## src/rtl/hazard3_trigger_unit_if.sv

```systemverilog
// CSR configuration port of the Hazard3 debug trigger unit.
// The core's CSR block is the master; the trigger unit is the slave.
interface hazard3_trigger_unit_if #(
    parameter int W_DATA = 32
);
    logic [11:0]       cfg_addr;
    logic              cfg_wen;
    logic [W_DATA-1:0] cfg_wdata;
    logic [W_DATA-1:0] cfg_rdata;

    modport master (output cfg_addr, output cfg_wen, output cfg_wdata, input cfg_rdata);
    modport slave  (input cfg_addr, input cfg_wen, input cfg_wdata, output cfg_rdata);
endinterface

```

## src/rtl/hazard3_trigger_unit.sv

```systemverilog
// Hazard3 debug trigger unit: N mcontrol address-match triggers with chaining,
// plus an optional icount trigger, all configured through tselect/tdata1/tdata2.
module hazard3_trigger_unit #(
    parameter int N_MCONTROL  = 4,
    parameter int HAVE_ICOUNT = 1,
    parameter int W_ADDR      = 32,
    parameter int W_DATA      = 32,
    parameter int W_ICOUNT    = 14
) (
    input  logic                  clk,
    input  logic                  rst_n,
    hazard3_trigger_unit_if.slave cfg,
    input  logic                  trig_m_en,
    input  logic                  m_mode,
    input  logic                  d_mode,
    input  logic [W_ADDR-1:0]     exec_pc,
    input  logic                  exec_valid,
    input  logic [W_ADDR-1:0]     mem_addr,
    input  logic                  mem_valid,
    input  logic                  mem_write,
    input  logic                  retire,
    input  logic                  trap_enter,
    output logic                  break_exec,
    output logic                  break_mem,
    output logic                  break_icount,
    output logic                  break_d_mode
);

    localparam int N_TRIG = N_MCONTROL + ((HAVE_ICOUNT != 0) ? 1 : 0);
    localparam int W_SEL  = (N_TRIG > 1) ? $clog2(N_TRIG) : 1;

    localparam logic [11:0] ADDR_TSELECT = 12'h7a0;
    localparam logic [11:0] ADDR_TDATA1  = 12'h7a1;
    localparam logic [11:0] ADDR_TDATA2  = 12'h7a2;
    localparam logic [11:0] ADDR_TINFO   = 12'h7a4;

    function automatic logic addr_match(input logic [1:0] mode, input logic [W_ADDR-1:0] addr,
                                        input logic [W_ADDR-1:0] t);
        logic [W_ADDR-1:0] mask;
        mask = ~(t ^ (t + W_ADDR'(1)));
        case (mode)
            2'd0:    return addr == t;
            2'd1:    return (addr & mask) == (t & mask);
            2'd2:    return addr >= t;
            default: return addr < t;
        endcase
    endfunction

    // Unsupported match encodings collapse to exact match.
    function automatic logic [1:0] legal_match(input logic [3:0] m);
        return (m > 4'd3) ? 2'd0 : m[1:0];
    endfunction

    logic [W_SEL-1:0]      tselect;
    logic [N_MCONTROL-1:0] dmode, action, chain, hit, mm, uu, execute, store, load;
    logic [1:0]            match  [N_MCONTROL];
    logic [W_ADDR-1:0]     tdata2 [N_MCONTROL];

    logic                  ic_dmode, ic_action, ic_hit, ic_m, ic_u, ic_pending;
    logic [W_ICOUNT-1:0]   ic_count;

    logic                  wr_t1, wr_t2, sel_mc, sel_ic, ic_wr, ic_dec;
    logic [31:0]           mc_rd1;
    logic [W_ADDR-1:0]     mc_rd2;
    logic [N_MCONTROL-1:0] raw_exec, raw_mem, hit_set, run_mask;
    logic                  acc_exec, acc_mem, qual, brk_exec, brk_mem, brk_d;

    assign wr_t1  = cfg.cfg_wen && (cfg.cfg_addr == ADDR_TDATA1);
    assign wr_t2  = cfg.cfg_wen && (cfg.cfg_addr == ADDR_TDATA2);
    assign sel_ic = (HAVE_ICOUNT != 0) && (tselect == W_SEL'(N_MCONTROL));
    assign ic_wr  = wr_t1 && sel_ic && !(ic_dmode && !d_mode);
    assign ic_dec = (HAVE_ICOUNT != 0) && retire && (ic_count != '0) && !d_mode &&
                    (m_mode ? ic_m : ic_u) && (ic_action ? ic_dmode : trig_m_en);

    always_comb begin
        raw_exec = '0;
        raw_mem  = '0;
        for (int i = 0; i < N_MCONTROL; i++) begin
            raw_exec[i] = execute[i] && exec_valid && !d_mode && (m_mode ? mm[i] : uu[i]) &&
                          addr_match(match[i], exec_pc, tdata2[i]);
            raw_mem[i]  = (mem_write ? store[i] : load[i]) && mem_valid && !d_mode &&
                          (m_mode ? mm[i] : uu[i]) && addr_match(match[i], mem_addr, tdata2[i]);
        end
    end

    // Walk chain runs; a run closes at the first trigger with chain=0 and uses its action.
    always_comb begin
        hit_set  = '0;
        run_mask = '0;
        acc_exec = 1'b1;
        acc_mem  = 1'b1;
        qual     = 1'b0;
        brk_exec = 1'b0;
        brk_mem  = 1'b0;
        brk_d    = 1'b0;
        for (int i = 0; i < N_MCONTROL; i++) begin
            run_mask[i] = 1'b1;
            acc_exec    = acc_exec && raw_exec[i];
            acc_mem     = acc_mem && raw_mem[i];
            if (!chain[i]) begin
                qual = action[i] ? dmode[i] : trig_m_en;
                if (acc_exec && qual) begin
                    hit_set  = hit_set | run_mask;
                    brk_exec = 1'b1;
                    brk_d    = brk_d | action[i];
                end
                if (acc_mem && qual) begin
                    hit_set = hit_set | run_mask;
                    brk_mem = 1'b1;
                    brk_d   = brk_d | action[i];
                end
                run_mask = '0;
                acc_exec = 1'b1;
                acc_mem  = 1'b1;
            end
        end
    end

    assign break_exec   = brk_exec;
    assign break_mem    = brk_mem;
    assign break_icount = ic_pending;
    assign break_d_mode = brk_d || (ic_pending && ic_action);

    always_comb begin
        sel_mc = 1'b0;
        mc_rd1 = '0;
        mc_rd2 = '0;
        for (int i = 0; i < N_MCONTROL; i++) begin
            if (tselect == W_SEL'(i)) begin
                sel_mc = 1'b1;
                mc_rd1 = {4'd2, dmode[i], 6'd31, hit[i], 1'b0, 1'b0, 2'b00, 3'b000, action[i],
                          chain[i], 2'b00, match[i], mm[i], 2'b00, uu[i], execute[i], store[i],
                          load[i]};
                mc_rd2 = tdata2[i];
            end
        end
    end

    always_comb begin
        cfg.cfg_rdata = '0;
        case (cfg.cfg_addr)
            ADDR_TSELECT: cfg.cfg_rdata = W_DATA'(tselect);
            ADDR_TDATA1: begin
                if (sel_mc)
                    cfg.cfg_rdata = W_DATA'(mc_rd1);
                else if (sel_ic)
                    cfg.cfg_rdata = W_DATA'({4'd3, ic_dmode, 2'b00, ic_hit, ic_count, ic_m,
                                             2'b00, ic_u, 5'b00000, ic_action});
            end
            ADDR_TDATA2: if (sel_mc) cfg.cfg_rdata = W_DATA'(mc_rd2);
            ADDR_TINFO:  cfg.cfg_rdata = sel_mc ? W_DATA'(4) : (sel_ic ? W_DATA'(8) : W_DATA'(1));
            default:     cfg.cfg_rdata = '0;
        endcase
    end

    // mcontrol state: CSR writes take priority over hit capture in the same cycle.
    always_ff @(posedge clk or negedge rst_n) begin
        if (!rst_n) begin
            tselect <= '0;
            dmode   <= '0;
            action  <= '0;
            chain   <= '0;
            hit     <= '0;
            mm      <= '0;
            uu      <= '0;
            execute <= '0;
            store   <= '0;
            load    <= '0;
            for (int i = 0; i < N_MCONTROL; i++) begin
                match[i]  <= '0;
                tdata2[i] <= '0;
            end
        end else begin
            if (cfg.cfg_wen && (cfg.cfg_addr == ADDR_TSELECT))
                tselect <= W_SEL'(cfg.cfg_wdata[2:0]);
            for (int i = 0; i < N_MCONTROL; i++) begin
                if (wr_t1 && (tselect == W_SEL'(i)) && !(dmode[i] && !d_mode)) begin
                    dmode[i]   <= cfg.cfg_wdata[27];
                    action[i]  <= cfg.cfg_wdata[27] && cfg.cfg_wdata[12];
                    chain[i]   <= (i == N_MCONTROL - 1) ? 1'b0 : cfg.cfg_wdata[11];
                    match[i]   <= legal_match(cfg.cfg_wdata[10:7]);
                    mm[i]      <= cfg.cfg_wdata[6];
                    uu[i]      <= cfg.cfg_wdata[3];
                    execute[i] <= cfg.cfg_wdata[2];
                    store[i]   <= cfg.cfg_wdata[1];
                    load[i]    <= cfg.cfg_wdata[0];
                    hit[i]     <= cfg.cfg_wdata[20];
                end else if (hit_set[i]) begin
                    hit[i] <= 1'b1;
                end
                if (wr_t2 && (tselect == W_SEL'(i)) && !(dmode[i] && !d_mode))
                    tdata2[i] <= cfg.cfg_wdata[W_ADDR-1:0];
            end
        end
    end

    // icount state: a TDATA1 write suppresses any decrement in the same cycle.
    always_ff @(posedge clk or negedge rst_n) begin
        if (!rst_n) begin
            ic_dmode   <= 1'b0;
            ic_action  <= 1'b0;
            ic_hit     <= 1'b0;
            ic_m       <= 1'b0;
            ic_u       <= 1'b0;
            ic_count   <= '0;
            ic_pending <= 1'b0;
        end else if (ic_wr) begin
            ic_dmode   <= cfg.cfg_wdata[27];
            ic_action  <= cfg.cfg_wdata[27] && cfg.cfg_wdata[0];
            ic_hit     <= cfg.cfg_wdata[24];
            ic_count   <= cfg.cfg_wdata[10 +: W_ICOUNT];
            ic_m       <= cfg.cfg_wdata[9];
            ic_u       <= cfg.cfg_wdata[6];
            ic_pending <= 1'b0;
        end else begin
            if (ic_dec)
                ic_count <= ic_count - W_ICOUNT'(1);
            if (ic_dec && (ic_count == W_ICOUNT'(1))) begin
                ic_pending <= 1'b1;
                ic_hit     <= 1'b1;
            end else if (trap_enter) begin
                ic_pending <= 1'b0;
            end
        end
    end

endmodule

```

## src/flat_wrapper.sv

```systemverilog
// flat-port wrapper written by rule: the top's interface ports become plain ports
module hazard3_trigger_unit_flat 
#(
    parameter int N_MCONTROL  = 4,
    parameter int HAVE_ICOUNT = 1,
    parameter int W_ADDR      = 32,
    parameter int W_DATA      = 32,
    parameter int W_ICOUNT    = 14
)
  (clk, rst_n, trig_m_en, m_mode, d_mode, exec_pc, exec_valid, mem_addr, mem_valid, mem_write, retire, trap_enter, break_exec, break_mem, break_icount, break_d_mode, cfg_cfg_addr, cfg_cfg_wen, cfg_cfg_wdata, cfg_cfg_rdata);
  hazard3_trigger_unit_if #(.W_DATA(W_DATA)) cfg_i ();
  input  logic clk;
  input  logic rst_n;
  input  logic trig_m_en;
  input  logic m_mode;
  input  logic d_mode;
  input  logic [W_ADDR-1:0] exec_pc;
  input  logic exec_valid;
  input  logic [W_ADDR-1:0] mem_addr;
  input  logic mem_valid;
  input  logic mem_write;
  input  logic retire;
  input  logic trap_enter;
  output logic break_exec;
  output logic break_mem;
  output logic break_icount;
  output logic break_d_mode;
  input wire logic [$bits(cfg_i.cfg_addr)-1:0] cfg_cfg_addr;
  input wire logic [$bits(cfg_i.cfg_wen)-1:0] cfg_cfg_wen;
  input wire logic [$bits(cfg_i.cfg_wdata)-1:0] cfg_cfg_wdata;
  output wire logic [$bits(cfg_i.cfg_rdata)-1:0] cfg_cfg_rdata;
  assign cfg_i.cfg_addr = cfg_cfg_addr;
  assign cfg_i.cfg_wen = cfg_cfg_wen;
  assign cfg_i.cfg_wdata = cfg_cfg_wdata;
  assign cfg_cfg_rdata = cfg_i.cfg_rdata;
  hazard3_trigger_unit #(.N_MCONTROL(N_MCONTROL), .HAVE_ICOUNT(HAVE_ICOUNT), .W_ADDR(W_ADDR), .W_DATA(W_DATA), .W_ICOUNT(W_ICOUNT)) u_core (.clk(clk), .rst_n(rst_n), .cfg(cfg_i), .trig_m_en(trig_m_en), .m_mode(m_mode), .d_mode(d_mode), .exec_pc(exec_pc), .exec_valid(exec_valid), .mem_addr(mem_addr), .mem_valid(mem_valid), .mem_write(mem_write), .retire(retire), .trap_enter(trap_enter), .break_exec(break_exec), .break_mem(break_mem), .break_icount(break_icount), .break_d_mode(break_d_mode));
endmodule
```

## config.mk

```make
export PLATFORM = sky130hd
export DESIGN_NAME = hazard3_trigger_unit_flat
export DESIGN_NICKNAME = d
export VERILOG_FILES = /design/src/rtl/hazard3_trigger_unit_if.sv /design/src/rtl/hazard3_trigger_unit.sv /design/src/flat_wrapper.sv
export SDC_FILE = /design/constraint.sdc
export NUM_CORES = 1
export LEC_CHECK = 0
export BUFFER_PORTS_ARGS = -buffer_cell sky130_fd_sc_hd__buf_2
export CELL_PAD_IN_SITES_DETAIL_PLACEMENT = 1
export CELL_PAD_IN_SITES_GLOBAL_PLACEMENT = 2
export CORE_UTILIZATION = 35
export DETAILED_ROUTE_END_ITERATION = 10
export PLACE_DENSITY = 0.76
export SLEW_MARGIN = 20
export SYNTH_ARGS = -nofsm -noshare
export SYNTH_HDL_FRONTEND = slang
export SYNTH_SLANG_ARGS = --single-unit
```

## constraint.sdc

```tcl
create_clock -name clk -period 5.2 [get_ports clk]
set_input_delay 0 -clock clk [delete_from_list [all_inputs] [get_ports clk]]
set_output_delay 0 -clock clk [all_outputs]
set_load 0.005 [all_outputs]
```

## After elaboration in Yosys (flattened, before gate mapping)

Cells that the tools add are included.

| storage, ports and cells | value |
|---|---|
| logic and storage cells | 345 |
| memories kept | 0 |
| bits in registers | 194 |
| input bits | 119 |
| bits in latches | 0 |
| RAM bits | 0 |
| memory bits (read-only) | 0 |

| cells by class | value |
|---|---|
| $add $sub $neg | 5 |
| eq/ne operators | 33 |
| shift operators | 0 |
| multiply operators | 0 |
| multiplexer cells | 106 |
| order comparisons | 17 |
| div/mod/pow operators | 0 |
| bitwise operators | 33 |
| reduce and logical (&&, ||, !) cells | 100 |

Operators by type and width:

| operator | count |
|---|---|
| $eq 32x32->1 | 16 |
| $and 32x32->32 | 12 |
| $ge 32x32->1 | 8 |
| $lt 32x32->1 | 8 |
| $mux 32 | 7 |
| $mux 30 | 5 |
| $add 32x1->32 const B | 4 |
| $not 32->32 | 4 |
| $pmux 32 s4 | 1 |
| $xor 32x32->32 | 4 |
| $logic_and 1x1->1 | 80 |
| $mux 1 | 68 |
| $eq 12x11->1 const B | 4 |
| $mux 4 | 12 |
| $mux 14 | 2 |
| $pmux 1 s3 | 8 |
| $eq 14x1->1 const B | 1 |
| $reduce_bool 14->1 | 1 |
| $sub 14x1->14 const B | 1 |
| $reduce_bool 2->1 | 6 |
| $eq 2x1->1 const B | 4 |
| $eq 2x2->1 const B | 4 |
| $logic_not 2->1 | 4 |
| $or 4x2->4 | 2 |
| other kinds (13) | 28 |

## Depth between registers and ports, before layout

Gate-level depths: netlist of the first run.

| logic depth | value |
|---|---|
| word-level depth | 30 |
| depth in mapped cells | 26 |

## Worst setup path after synthesis of the first run

No wires, ideal clock.

| timing | value |
|---|---|
| kind | register -> register |
| start point | reg u_core.tdata2[64] (netlist name) |
| end point | reg u_core.hit[1] |
| library setup time | 0.077 ns |
| buffers on the path | 0 |
| arrival | 5.202 ns |
| cell stages (with the launch flop) | 26 |
| path slack | -0.080 ns |
| clock period less this slack | 5.280 ns |
| data required time | 5.123 ns |
| cell sequence | dfrtp_1 and4_4 nand4_2 nor4_4 nand4_1 nor2_1 nand3_1 nor2_2 inv_2 nor4_4 and4_1 and3_2 and4_4 nand4_1 ha_1 xor2_1 a21o_1 and4b_2 nand4_1 or4_1 o311a_1 a211o_1 a221o_1 nor3_2 o21ai_1 a21oi_1 |

| between the ends | value |
|---|---|
| cells in the longest elaborated chain, start to end | 25 |
| elaborated cells on any way between the ends | 50 |
| classes of those cells | add/sub (1); order compare (4); eq/ne (4); mux (16); bitwise (10); reduce/logical (15) |

RTL lines:

| what | line | source |
|---|---|---|
| from (decl) | hazard3_trigger_unit.sv:57 | `logic [W_ADDR-1:0] tdata2 [N_MCONTROL];` |
| from (signal, indexed assignment) | hazard3_trigger_unit.sv:192 | `tdata2[i] <= cfg.cfg_wdata[W_ADDR-1:0];` |
| $add 32x1->32 | hazard3_trigger_unit.sv:40 | `mask = ~(t ^ (t + W_ADDR'(1)));` |
| $xor 32x32->32 | hazard3_trigger_unit.sv:40 |  |
| $not 32->32 | hazard3_trigger_unit.sv:40 |  |
| $and 32x32->32 | hazard3_trigger_unit.sv:43 | `2'd1: return (addr & mask) == (t & mask);` |
| $eq 32x32->1 | hazard3_trigger_unit.sv:43 |  |
| $pmux 1 s3 | hazard3_trigger_unit.sv:41 | `case (mode)` |
| $logic_and 1x1->1 | hazard3_trigger_unit.sv:79 | `raw_exec[i] = execute[i] && exec_valid && !d_mode && (m_mode ? mm[i] : uu[i]) &&` |
| $logic_and 1x1->1 | hazard3_trigger_unit.sv:98 | `acc_exec = acc_exec && raw_exec[i];` |
| [9 not listed] | -- |  |
| $or 4x3->4 | hazard3_trigger_unit.sv:108 | `hit_set = hit_set \| run_mask;` |
| $mux 4 | hazard3_trigger_unit.sv:107 | `if (acc_mem && qual) begin` |
| $mux 4 | hazard3_trigger_unit.sv:100 | `if (!chain[i]) begin` |
| $or 4x4->4 | hazard3_trigger_unit.sv:103 | `hit_set = hit_set \| run_mask;` |
| $mux 4 | hazard3_trigger_unit.sv:102 | `if (acc_exec && qual) begin` |
| $or 4x4->4 | hazard3_trigger_unit.sv:108 |  |
| $mux 4 * | hazard3_trigger_unit.sv:107 |  |
| $reduce_bool 2->1 (no line) * | -- |  |
| to (signal, indexed assignment) | hazard3_trigger_unit.sv:187 | `hit[i] <= cfg.cfg_wdata[20];` |
| to (decl) | hazard3_trigger_unit.sv:55 | `logic [N_MCONTROL-1:0] dmode, action, chain, hit, mm, uu, execute, store, load;` |

Mark *: on every way between the ends. The rest lies on a longest branch, timed or not. The select of a mux whose other input is x is not followed.
A chain may end at the register's enable or synchronous reset.

## Worst setup path in the final report of the first run

| timing | value |
|---|---|
| start point | reg u_core.tdata2[64] (netlist name) |
| end point | out break_d_mode |

| between the ends | value |
|---|---|
| cells in the longest elaborated chain, start to end | 25 |
| elaborated cells on any way between the ends | 50 |
| classes of those cells | add/sub (1); order compare (4); eq/ne (4); mux (16); bitwise (10); reduce/logical (15) |

RTL lines:

| what | line | source |
|---|---|---|
| $add 32x1->32 | hazard3_trigger_unit.sv:40 |  |
| $xor 32x32->32 | hazard3_trigger_unit.sv:40 |  |
| $not 32->32 | hazard3_trigger_unit.sv:40 |  |
| $and 32x32->32 | hazard3_trigger_unit.sv:43 |  |
| $eq 32x32->1 | hazard3_trigger_unit.sv:43 |  |
| $pmux 1 s3 | hazard3_trigger_unit.sv:41 |  |
| $logic_and 1x1->1 | hazard3_trigger_unit.sv:79 |  |
| $logic_and 1x1->1 | hazard3_trigger_unit.sv:98 |  |
| [9 not listed] | -- |  |
| $or 1x1->1 | hazard3_trigger_unit.sv:110 | `brk_d = brk_d \| action[i];` |
| $mux 1 | hazard3_trigger_unit.sv:107 |  |
| $mux 1 | hazard3_trigger_unit.sv:100 |  |
| $or 1x1->1 | hazard3_trigger_unit.sv:105 | `brk_d = brk_d \| action[i];` |
| $mux 1 | hazard3_trigger_unit.sv:102 |  |
| $or 1x1->1 | hazard3_trigger_unit.sv:110 |  |
| $mux 1 * | hazard3_trigger_unit.sv:107 |  |
| $logic_or 1x1->1 * | hazard3_trigger_unit.sv:122 | `assign break_d_mode = brk_d \|\| (ic_pending && ic_action);` |
| to (decl) | flat_wrapper.sv:27 | `output logic break_d_mode;` |

Marks and branches as above.

==> impl_metrics.py, run 1 <==
metrics = {
    "outcome": {
        "status": "complete, but fails checks",
        "violations": "DRC, setup timing",
    },
    "place": {
        "io_buffers": 154,
        "gp_congestion": 1.002,
        "place_hpwl_um": 98220,
        "dp_slack_ns": -0.8289,
        "dpl_cell_area_sq_um": 26280,
    },
    "yosys": {
        "ys_ff_latch": 194,
        "synthesis.area_sq_um": 23240,
        "synth_edf_count": 0,
        "ys.flop_type": "dfrtp_1",
        "synth_nets": 3252,
        "ys_seq_area_share_pct": 20.89,
        "async_flop_share_pct": 100.0,
        "synth-warning-count": 0,
        "synth_cell_type_count": 90,
        "postSynthCellCount": 2750,
        "synth.avg_cell_area_sq_um": 8.449,
    },
    "power": {
        "p_leak_nw": 12.84,
        "total_power_w": 0.003677,
        "vdd_ir_drop_max_mv": 0.2047,
        "pwr_density_cell_nw_per_um2": 133.6,
    },
    "cells_and_area": {
        "finalInstanceArea_sq_um": 27530,
        "fin_nets": 3598,
        "area_growth_syn_to_layout_pct": 18.47,
        "drive_gt1_share_pct": 19.23,
        "utilization_pct": 41.87,
    },
    "sta": {
        "worst_slack_ns": -1.012,
        "fmax_ghz": 0.1610,
        "fin_skew_ns": 0.01484,
        "slew_viol_final": 0,
        "setup_viol": 7,
        "worst-slew-pin-transition_ns": 1.049,
        "post-route-period-util_pct": 119.5,
        "final_hold_viol_count": 0,
        "hold_ws_ns": 0.03940,
        "period_needed_ns": 6.212,
        "rsz0062_at_grt": "true",
        "relSlewSlack_pct": 30.04,
    },
    "setup_path": {
        "cp.required_ns": 5.20,
        "r2r-start": "u_core.tdata2[64]",
        "start_kind": "register",
        "setup.worst_path.end_class": "output pin",
        "r2r_end": "u_core.hit[2]",
        "cp_max_fo": 3,
        "arrival_ns": 6.21,
        "crit_path_start": "u_core.tdata2[64]",
        "critPathKind": "register to output pin",
        "crit_path_end": "break_d_mode",
        "ff2ff_path_depth": 27,
        "r2r_slack_ns": -0.64,
    },
    "global_route": {
        "grt.total_usage_pct": 35.95,
        "grt_pass1_wl_um": 172300,
        "grt_pass1_vias": 24330,
        "grt-ovfl-total": 0,
        "grt_antenna_before_repair": 4,
        "grt_max_degree": 76,
    },
    "clock_tree": {
        "numCtsBuffers": 17,
        "clockBufferDepth": 2,
        "cts_tree": "built",
        "clock-sinks": 194,
        "cts_max_level": 4,
        "clk_latency_ns": 0.52,
        "root_buffer": "clkbuf_16",
        "clkTransAtPathRegs_ns": 0.10,
    },
    "floorplan": {
        "fp.dieW_um": 259.7,
        "rows": 94,
        "fp.dieArea_sq_um": 67420,
        "start_util_pct": 35.34,
        "core_area_sq_um": 65750,
        "io_pins": 155,
        "fp.dieH_um": 259.7,
    },
    "min_path": {
        "hold_class": "input pin to asynchronous set/reset pin",
    },
    "run": {
        "maxCapViolCount": 0,
    },
    "routing": {
        "drcViolationCount": 2,
        "viasPerCell": 6.016,
        "wirelength_um": 121500,
        "drtIter0Drc": 2122,
        "first_pass_iters": 8,
        "wl_per_cell_um": 30.58,
        "ant_nets": 0,
        "num_vias": 23910,
    },
}
-- power breakdown --
| part | total (W) | internal [W] | switching [W] |
|---|---|---|---|
| clock network | 0.00149 | 0.000655 | 0.000838 |
| registers | 0.00151 | 0.00151 | 0.00000316 |
| logic | 0.000672 | 0.000214 | 0.000459 |
| total | 0.00368 | 0.00238 | 0.00130 |
-- metal layers --
metal	share of wire (%)	wire length, um	track usage, %	vias to the layer above
met3	6.3	7621	5.448	238
met2	45	54710	57.56	833
met1	43	52020	46.65	12140
met5	0.011	13	0	-
met4	5.9	7155	18.74	2
li1	-	-	-	10690
-- through the flow --
stage,TNS (ns),std cells
floorplan,-0.1880,2750
global placement,-3.805,3887
detailed placement,-4.801,3887
CTS,-5.455,3965
global route,-6.597,3973
finish,-4.625,3974
-- placed cells by master (no fill, tap or decap), drive strengths merged, types with 21 or more instances in the layout --
master	count
mux4	30
nor2	70
dlygate4sd3	35
or3	21
nand4	88
nand2	374
xor2	152
nor3	51
buf	360
nor4	56
o22a	29
a21oi	166
o21ai	190
xnor2	140
inv	211
dfrtp	194
nand3	78
and3	84
mux2	97
ha	383
a21o	27
-- state kept, by name, indices dropped and copies added (netlist names) --
name / cells
u_core.hit: 4
u_core.tselect: 3
u_core.store: 4
u_core.dmode: 4
u_core.ic_u: 1
u_core.execute: 4
u_core.load: 4
u_core.ic_hit: 1
u_core.ic_dmode: 1
u_core.break_icount: 1
u_core.chain: 3
u_core.ic_count: 14
u_core.tdata2: 128
u_core.ic_m: 1
u_core.mm: 4
u_core.ic_action: 1
u_core.action: 4
u_core.match: 8
u_core.uu: 4
-- final cells by class --
type / instances / area (sq um)
flip-flops and latches: 194 / 4860
clock buffers: 17 / 425.4
fillers: 7848 / 38220
clock inverters: 15 / 178.9
inverters: 202 / 758.2
diodes: 1 / 2.502
repair buffers: 395 / 2691
well taps: 864 / 1081
multi-input cells: 2286 / 17530
-- repair_timing --
item | CTS | global route
endpoints found under the hold margin | 259 | 0
hold buffers | 35 | 0
resized for setup | 20 | 10
pin swaps | 30 | 18
setup buffers | 11 | 10
endpoints found under the setup margin | 7 | 7
-- worst min path at each step --
stage / to / start
finish: u_core.tdata2[124] / rst_n
global route: u_core.tselect[2] / cfg_cfg_addr[0]
CTS: u_core.tselect[2] / cfg_cfg_addr[0]
detailed placement: u_core.tdata2[126] / rst_n
global placement: u_core.tdata2[127] / rst_n
floorplan: u_core.action[0] / rst_n
-- cell families (layout without fill, tap and decap cells) --
logic type               after synthesis  in the layout  synth area share, %
flip-flops                           194            194                20.89
buffers and inverters                270            629                4.459
other                                  0              1                    0
XOR/XNOR                             292            292                11.14
AO/OA/AOI/OAI                        550            550                14.48
adder cells (fa/ha/maj)              383            383                20.62
multiplexers                         147            147                8.502
AND/OR/NAND/NOR                      914            914                19.91
-- cell usage after synthesis, types with 6 or more instances --
library cell | n | area [sq um]
xor2_1 | 148 | 1296
o21ai_0 | 188 | 940.9
mux2_2 | 97 | 1092
a21oi_1 | 165 | 825.8
or3_1 | 21 | 131.4
a22o_1 | 10 | 87.58
mux2i_1 | 20 | 200.2
nor4b_1 | 6 | 52.55
nand2b_1 | 10 | 62.56
nor3_1 | 50 | 250.2
nor4_1 | 54 | 337.8
a221oi_1 | 10 | 87.58
nand4_1 | 87 | 544.3
nand3_1 | 78 | 390.4
inv_1 | 201 | 754.5
o21a_1 | 10 | 75.07
a211oi_1 | 16 | 120.1
a22oi_1 | 15 | 112.6
and3_1 | 77 | 481.7
a21o_1 | 26 | 195.2
o22ai_1 | 9 | 56.30
o22a_1 | 20 | 175.2
buf_1 | 11 | 41.29
ha_1 | 383 | 4792
nor2_1 | 68 | 255.2
o211ai_1 | 15 | 112.6
clkbuf_1 | 52 | 195.2
or4_1 | 7 | 52.55
a31oi_1 | 10 | 62.56
o22a_2 | 9 | 90.09
dfrtp_1 | 194 | 4855
and4_1 | 10 | 87.58
mux4_2 | 28 | 630.6
and3_2 | 7 | 52.55
and2_1 | 7 | 43.79
xnor2_1 | 140 | 1226
nor2b_1 | 20 | 125.1
nand2_1 | 373 | 1400
nand4b_1 | 7 | 61.31
-- worst max-delay path, stage by stage, from the launching register on --
cell      delay [ns]
dfrtp_1         0.38
and4_4          0.27
nand4_4         0.11
nor4_4          0.20
nand4_1         0.22
nor2_2          0.19
nand3_2         0.15
nor2_4          0.12
inv_2           0.06
nor4_4          0.16
and4_1          0.25
and3_4          0.20
and4_4          0.23
nand4_1         0.10
ha_1            0.34
xor2_2          0.19
a21o_1          0.14
and4b_2         0.23
nand4_1         0.12
or4_4           0.59
o311a_1         0.16
a211o_1         0.25
a221o_1         0.39
a21oi_2         0.20
nor2_1          0.09
o211ai_1        0.19
buf_2           0.15
(Power assumes the default switching activity.)
==> inputs of run 2 (changes only) <==
--- a/config.mk
+++ b/config.mk
@@ -12,4 +12,5 @@
 export DETAILED_ROUTE_END_ITERATION = 10
 export PLACE_DENSITY = 0.76
+export RECOVER_POWER = 25
 export SLEW_MARGIN = 20
 export SYNTH_ARGS = -nofsm -noshare
==> constraint.sdc (replaced) <==
create_clock -name clk -period 5.2 [get_ports clk]
set_input_delay 0 -clock clk [delete_from_list [all_inputs] [get_ports clk]]
set_output_delay 0 -clock clk [all_outputs]
set_load 0.1 [all_outputs]
==> impl_metrics.py, run 2 (synthesis gave the netlist of run 1 again) <==
metrics = {
    "outcome": {
        "status": "complete, but fails checks",
        "violations": "capacitance limit, slew limit, setup timing",
    },
    "sta": {
        "relSlewSlack_pct": -77.49,
        "worst-slew-pin-transition_ns": 2.662,
        "setup_viol": 7,
        "final_hold_viol_count": 0,
        "rsz0062_at_grt": "true",
        "fmax_ghz": 0.1589,
        "fin_skew_ns": 0.01428,
        "slew_viol_final": 197,
        "period_needed_ns": 6.293,
        "post-route-period-util_pct": 121.0,
        "worst_slack_ns": -1.093,
    },
    "clock_tree": {
        "clk_latency_ns": 0.54,
        "clockBufferDepth": 2,
        "cts_max_level": 4,
        "clock-sinks": 194,
        "root_buffer": "clkbuf_16",
        "numCtsBuffers": 17,
        "cts_tree": "built",
        "clkTransAtPathRegs_ns": 0.09,
    },
    "setup_path": {
        "cp_top_family": "simple AND/OR/NAND/NOR gates",
        "crit_path_end": "break_d_mode",
        "start_kind": "register",
        "r2r_end": "u_core.hit[1]",
        "setup.worst_path.end_class": "output pin",
        "cp.depth": 27,
        "crit_top_cell": "nand4_1",
        "r2r_slack_ns": -0.56,
        "slowest_stage": "or4_4",
        "arrival_ns": 6.29,
        "crit_path_start": "u_core.tdata2[65]",
        "critPathKind": "register to output pin",
        "cp_max_fo": 4,
        "ff2ff_path_depth": 27,
        "critical_path.max_stage_delay_ns": 0.49,
        "path_buf_inv": 3,
        "cp.required_ns": 5.20,
        "r2r-start": "u_core.tdata2[65]",
    },
    "min_path": {
        "min_path_cells": 4,
        "hold_class": "input pin to register",
    },
    "cells_and_area": {
        "fin_nets": 3602,
        "layout_common_cells": "ha_1 (380), nand2_1 (370), buf_4 (204)",
        "drive_gt1_share_pct": 19.66,
        "largest_reg_flops": 128,
        "area_growth_syn_to_layout_pct": 19.28,
        "n_antenna_cell": 0,
        "final.fill_count": 7823,
        "top_register": "u_core.tdata2",
        "final_common_cell": "ha_1",
        "largestRegisters": "u_core.tdata2: 128 flops, u_core.ic_count: 14 flops, u_core.match: 8 flops",
        "finalInstanceArea_sq_um": 27720,
        "utilization_pct": 42.16,
    },
    "floorplan": {
        "io_pins": 155,
        "core_area_sq_um": 65750,
        "fp.dieArea_sq_um": 67420,
        "fp.dieW_um": 259.7,
        "fp.dieH_um": 259.7,
        "start_util_pct": 35.34,
        "rows": 94,
    },
    "routing": {
        "first_pass_iters": 6,
        "ant_nets": 0,
        "wl_per_cell_um": 30.40,
        "drcViolationCount": 0,
        "drtIter0Drc": 2222,
        "num_vias": 24310,
        "met2_length_um": 53910,
        "top_layer_used": "met4",
        "dr_wl_met3_um": 7716,
        "wirelength_um": 120900,
        "viasPerCell": 6.113,
        "wl_met1_um": 51060,
    },
    "global_route": {
        "grt_antenna_before_repair": 2,
        "grt_pass1_wl_um": 171700,
        "grt-ovfl-total": 0,
        "grt_max_degree": 104,
        "grt_pass1_vias": 24600,
        "grt.total_usage_pct": 35.74,
    },
    "place": {
        "io_buffers": 154,
        "gp_congestion": 1.062,
        "place_hpwl_um": 96100,
        "dpl_cell_area_sq_um": 26280,
    },
    "run": {
        "maxCapViolCount": 2,
    },
    "power": {
        "p_leak_nw": 12.89,
        "pwr_density_cell_nw_per_um2": 133.9,
        "vdd_ir_drop_max_mv": 0.2236,
        "total_power_w": 0.003711,
    },
}
-- run 2: cell count changes in the layout (fill, tap and decap cells not counted), moves of 3 or more --
cell | before | now
inv_6 | 7 | 2
a21oi_1 | 162 | 159
inv_8 | 1 | 5
buf_12 | 0 | 3
-- run 2: tightest hold or removal path: stages --
cell     delay, ns
buf_2         0.14
nor3_1        0.11
nand2_1       0.15
mux2_2        0.17
-- run 2: how the worst min path moves through the flow --
stage	startpoint	to	slack, ns
floorplan	rst_n	u_core.action[0]	-0.30
global placement	rst_n	u_core.tdata2[122]	0.07
detailed placement	rst_n	u_core.tdata2[122]	0.08
CTS	cfg_cfg_addr[2]	u_core.tselect[1]	0.001
global route	cfg_cfg_addr[2]	u_core.tselect[2]	0.07
finish	cfg_cfg_addr[2]	u_core.tselect[1]	0.05
-- run 2: what timing repair did --
item	CTS	global route
hold buffers	37	0
endpoints found under the hold margin	274	0
resized for setup	17	28
pin swaps	15	13
endpoints found under the setup margin	7	7
setup buffers	18	14
-- run 2: power breakdown --
part	switching, W	internal, W
Combinational	0.000472	0.000215
Sequential	0.00000265	0.00151
Clock	0.000851	0.000662
Total	0.00133	0.00239
-- run 2: through the flow --
stage | instances | hold slack [ns] | setup slack [ns] | setup TNS [ns]
detailed placement | 3880 | 0.08495 | -0.7919 | -4.366
floorplan | 2750 | -0.2956 | -1.279 | -1.612
finish | 3977 | 0.05180 | -1.093 | -4.669
global placement | 3880 | 0.06892 | -0.7016 | -3.404
CTS | 3967 | 0.001290 | -0.9857 | -3.653
global route | 3977 | 0.06890 | -1.378 | -10.50
-- run 2: final cells by class --
class / instances / area [sq um] / share of cell area [%]
Timing Repair Buffer: 399 / 2756 / 9.945
Sequential cell: 194 / 4860 / 17.53
Multi-Input combinational cell: 2286 / 17640 / 63.64
Clock inverter: 15 / 196.4 / 0.7088
Inverter: 202 / 758.2 / 2.736
Clock buffer: 17 / 425.4 / 1.535
Tap cell: 864 / 1081 / 3.901
-- run 2: routing by layer --
layer  up-vias  global-route usage, %
li1      10700                      -
met1     12320                  46.33
met2       981                  56.27
met3       311                  4.883
met4         0                  21.81
met5         -                      0
==> inputs of run 3 (changes only) <==
Settings changed: CAP_MARGIN from default to 0, SETUP_SLACK_MARGIN from default to 0.4.
==> impl_metrics.py, run 3 (synthesis gave the netlist of run 1 again) <==
metrics = {
    "routing": {
        "drcViolationCount": 0,
        "wirelength_um": 120900,
        "drtIter0Drc": 1951,
        "num_vias": 24090,
        "first_pass_iters": 5,
        "ant_nets": 0,
        "viasPerCell": 6.064,
        "wl_per_cell_um": 30.44,
    },
    "floorplan": {
        "start_util_pct": 35.34,
        "io_pins": 155,
        "core_area_sq_um": 65750,
        "fp.dieArea_sq_um": 67420,
        "fp.dieH_um": 259.7,
        "rows": 94,
        "fp.dieW_um": 259.7,
    },
    "sta": {
        "final_hold_viol_count": 0,
        "fmax_ghz": 0.1599,
        "post-route-period-util_pct": 120.2,
        "fin_skew_ns": 0.01279,
        "worst-slew-pin-transition_ns": 3.303,
        "setup_viol": 7,
        "period_needed_ns": 6.253,
        "relSlewSlack_pct": -120.2,
        "slew_viol_final": 110,
        "rsz0062_at_grt": "true",
        "worst_slack_ns": -1.053,
        "hold_ws_ns": 0.1959,
    },
    "clock_tree": {
        "clk_latency_ns": 0.51,
        "root_buffer": "clkbuf_16",
        "clockBufferDepth": 2,
        "cts_tree": "built",
        "clkTransAtPathRegs_ns": 0.09,
        "cts_max_level": 4,
        "clock-sinks": 194,
        "numCtsBuffers": 17,
    },
    "global_route": {
        "grt-ovfl-total": 0,
        "grt_max_degree": 110,
        "grt_antenna_before_repair": 0,
        "grt_pass1_wl_um": 171000,
        "grt_pass1_vias": 24490,
        "grt.total_usage_pct": 35.68,
    },
    "setup_path": {
        "cp.depth": 28,
        "slowest_stage": "or4_4",
        "critical_path.max_stage_delay_ns": 0.56,
        "r2r_slack_ns": -0.59,
        "arrival_ns": 6.25,
        "crit_top_cell": "buf_4",
        "path_buf_inv": 5,
        "r2r_end": "u_core.hit[1]",
        "cp_top_family": "simple AND/OR/NAND/NOR gates",
        "cp_max_fo": 3,
        "setup.worst_path.end_class": "output pin",
        "r2r-start": "u_core.tdata2[67]",
        "critPathKind": "register to output pin",
        "crit_path_start": "u_core.tdata2[67]",
        "start_kind": "register",
        "ff2ff_path_depth": 28,
        "crit_path_end": "break_d_mode",
        "cp.required_ns": 5.20,
    },
    "power": {
        "p_leak_nw": 12.85,
        "total_power_w": 0.003671,
        "p_sw_w": 0.001254,
        "pwr-share-seq_pct": 41.2,
        "intPower_w": 0.002417,
        "power_frac_comb_pct": 18.6,
        "vdd_ir_drop_max_mv": 0.2203,
        "pwr-share-clk_pct": 40.3,
        "pwr_density_cell_nw_per_um2": 133.1,
        "p_sw_share_pct": 34.17,
    },
    "cells_and_area": {
        "n_antenna_cell": 0,
        "largest_reg_flops": 128,
        "fin_nets": 3597,
        "largestRegisters": "u_core.tdata2: 128 flops, u_core.ic_count: 14 flops, u_core.match: 8 flops",
        "final_common_cell": "ha_1",
        "final.fill_count": 7869,
        "layout_common_cells": "ha_1 (381), nand2_1 (370), inv_1 (201)",
        "finalNonFillerCells": 3972,
        "area_growth_syn_to_layout_pct": 18.72,
        "top_register": "u_core.tdata2",
        "utilization_pct": 41.96,
        "drive_gt1_share_pct": 19.14,
    },
    "outcome": {
        "violations": "capacitance limit, slew limit, setup timing",
        "status": "complete, but fails checks",
    },
    "place": {
        "io_buffers": 154,
        "gp_congestion": 1.080,
        "place_hpwl_um": 97480,
        "dp_cells": 3891,
    },
    "run": {
        "maxCapViolCount": 1,
    },
    "min_path": {
        "hold_class": "input pin to register",
        "min_from": "cfg_cfg_addr[1]",
    },
}
## run 3: cell types whose count changed in the layout (fill, tap and decap cells not counted), sizes merged
| cell | delta |
|---|---|
| bufinv | +1 |
| clkinv | -2 |
| buf | -5 |
| inv | +1 |
## run 3: cell type report
cell class	count	area, sq um	share of cell area [%]
Clock buffer	17	425.4	1.542
Clock inverter	15	183.9	0.6668
Inverter	202	758.2	2.749
Multi-Input combinational cell	2286	17560	63.64
Sequential cell	194	4860	17.62
Tap cell	864	1081	3.919
Timing Repair Buffer	394	2721	9.865
## run 3: worst min-delay path, cell delays in order
cell,delay [ns]
buf_2,0.09
nand2b_1,0.18
nor3_1,0.11
nand2_1,0.14
mux2_2,0.16
## run 3: worst min-delay path by stage
stage / to / slack (ns) / cells past startpoint
after floorplan: u_core.action[0] / -0.30 / 0
after global placement: u_core.tdata2[30] / 0.14 / 1
after detailed placement: u_core.tdata2[23] / 0.14 / 1
after CTS: u_core.tselect[2] / 0.15 / 5
after global routing: u_core.tselect[1] / 0.26 / 5
final: u_core.tselect[2] / 0.20 / 5
## run 3: power by group through the flow
stage | clock [W] | combinational, W | sequential [W]
3_5_place_dp | 0 | 0.000645 | 0.00154
2_1_floorplan | 0 | 0.000263 | 0.00154
4_1_cts | 0.00150 | 0.000671 | 0.00151
3_3_place_gp | 0 | 0.000619 | 0.00154
5_1_grt | 0.00155 | 0.000722 | 0.00151
6_report | 0.00148 | 0.000682 | 0.00151
## run 3: per-layer routing
| layer | part of all wire (%) | wire length (um) | GRT usage [%] | up-vias |
|---|---|---|---|---|
| met2 | 45 | 54130 | 56.54 | 899 |
| met3 | 7.3 | 8775 | 6.598 | 270 |
| met4 | 6.2 | 7506 | 20.00 | 0 |
| met1 | 42 | 50490 | 45.53 | 12220 |
| li1 | - | - | - | 10690 |
| met5 | 0 | 0 | 0 | - |
## run 3: what timing repair did
| item | in CTS | in global routing |
|---|---|---|
| resized for setup | 18 | 10 |
| endpoints found under the hold margin | 292 | 0 |
| endpoints found under the setup margin | 7 | 7 |
| pin swaps | 13 | 6 |
| cloned | 0 | 0 |
| buffers inserted | 9 | 3 |
| hold buffers | 37 | 0 |
## run 3: per-stage QoR
step	setup TNS, ns	instance area, sq um	setup slack, ns
after floorplan	-1.612	23260	-1.279
after global placement	-4.095	26350	-0.7817
after detailed placement	-5.375	26350	-0.9718
after CTS	-4.070	27510	-1.049
after global routing	-7.085	27590	-1.402
final	-4.800	27590	-1.053
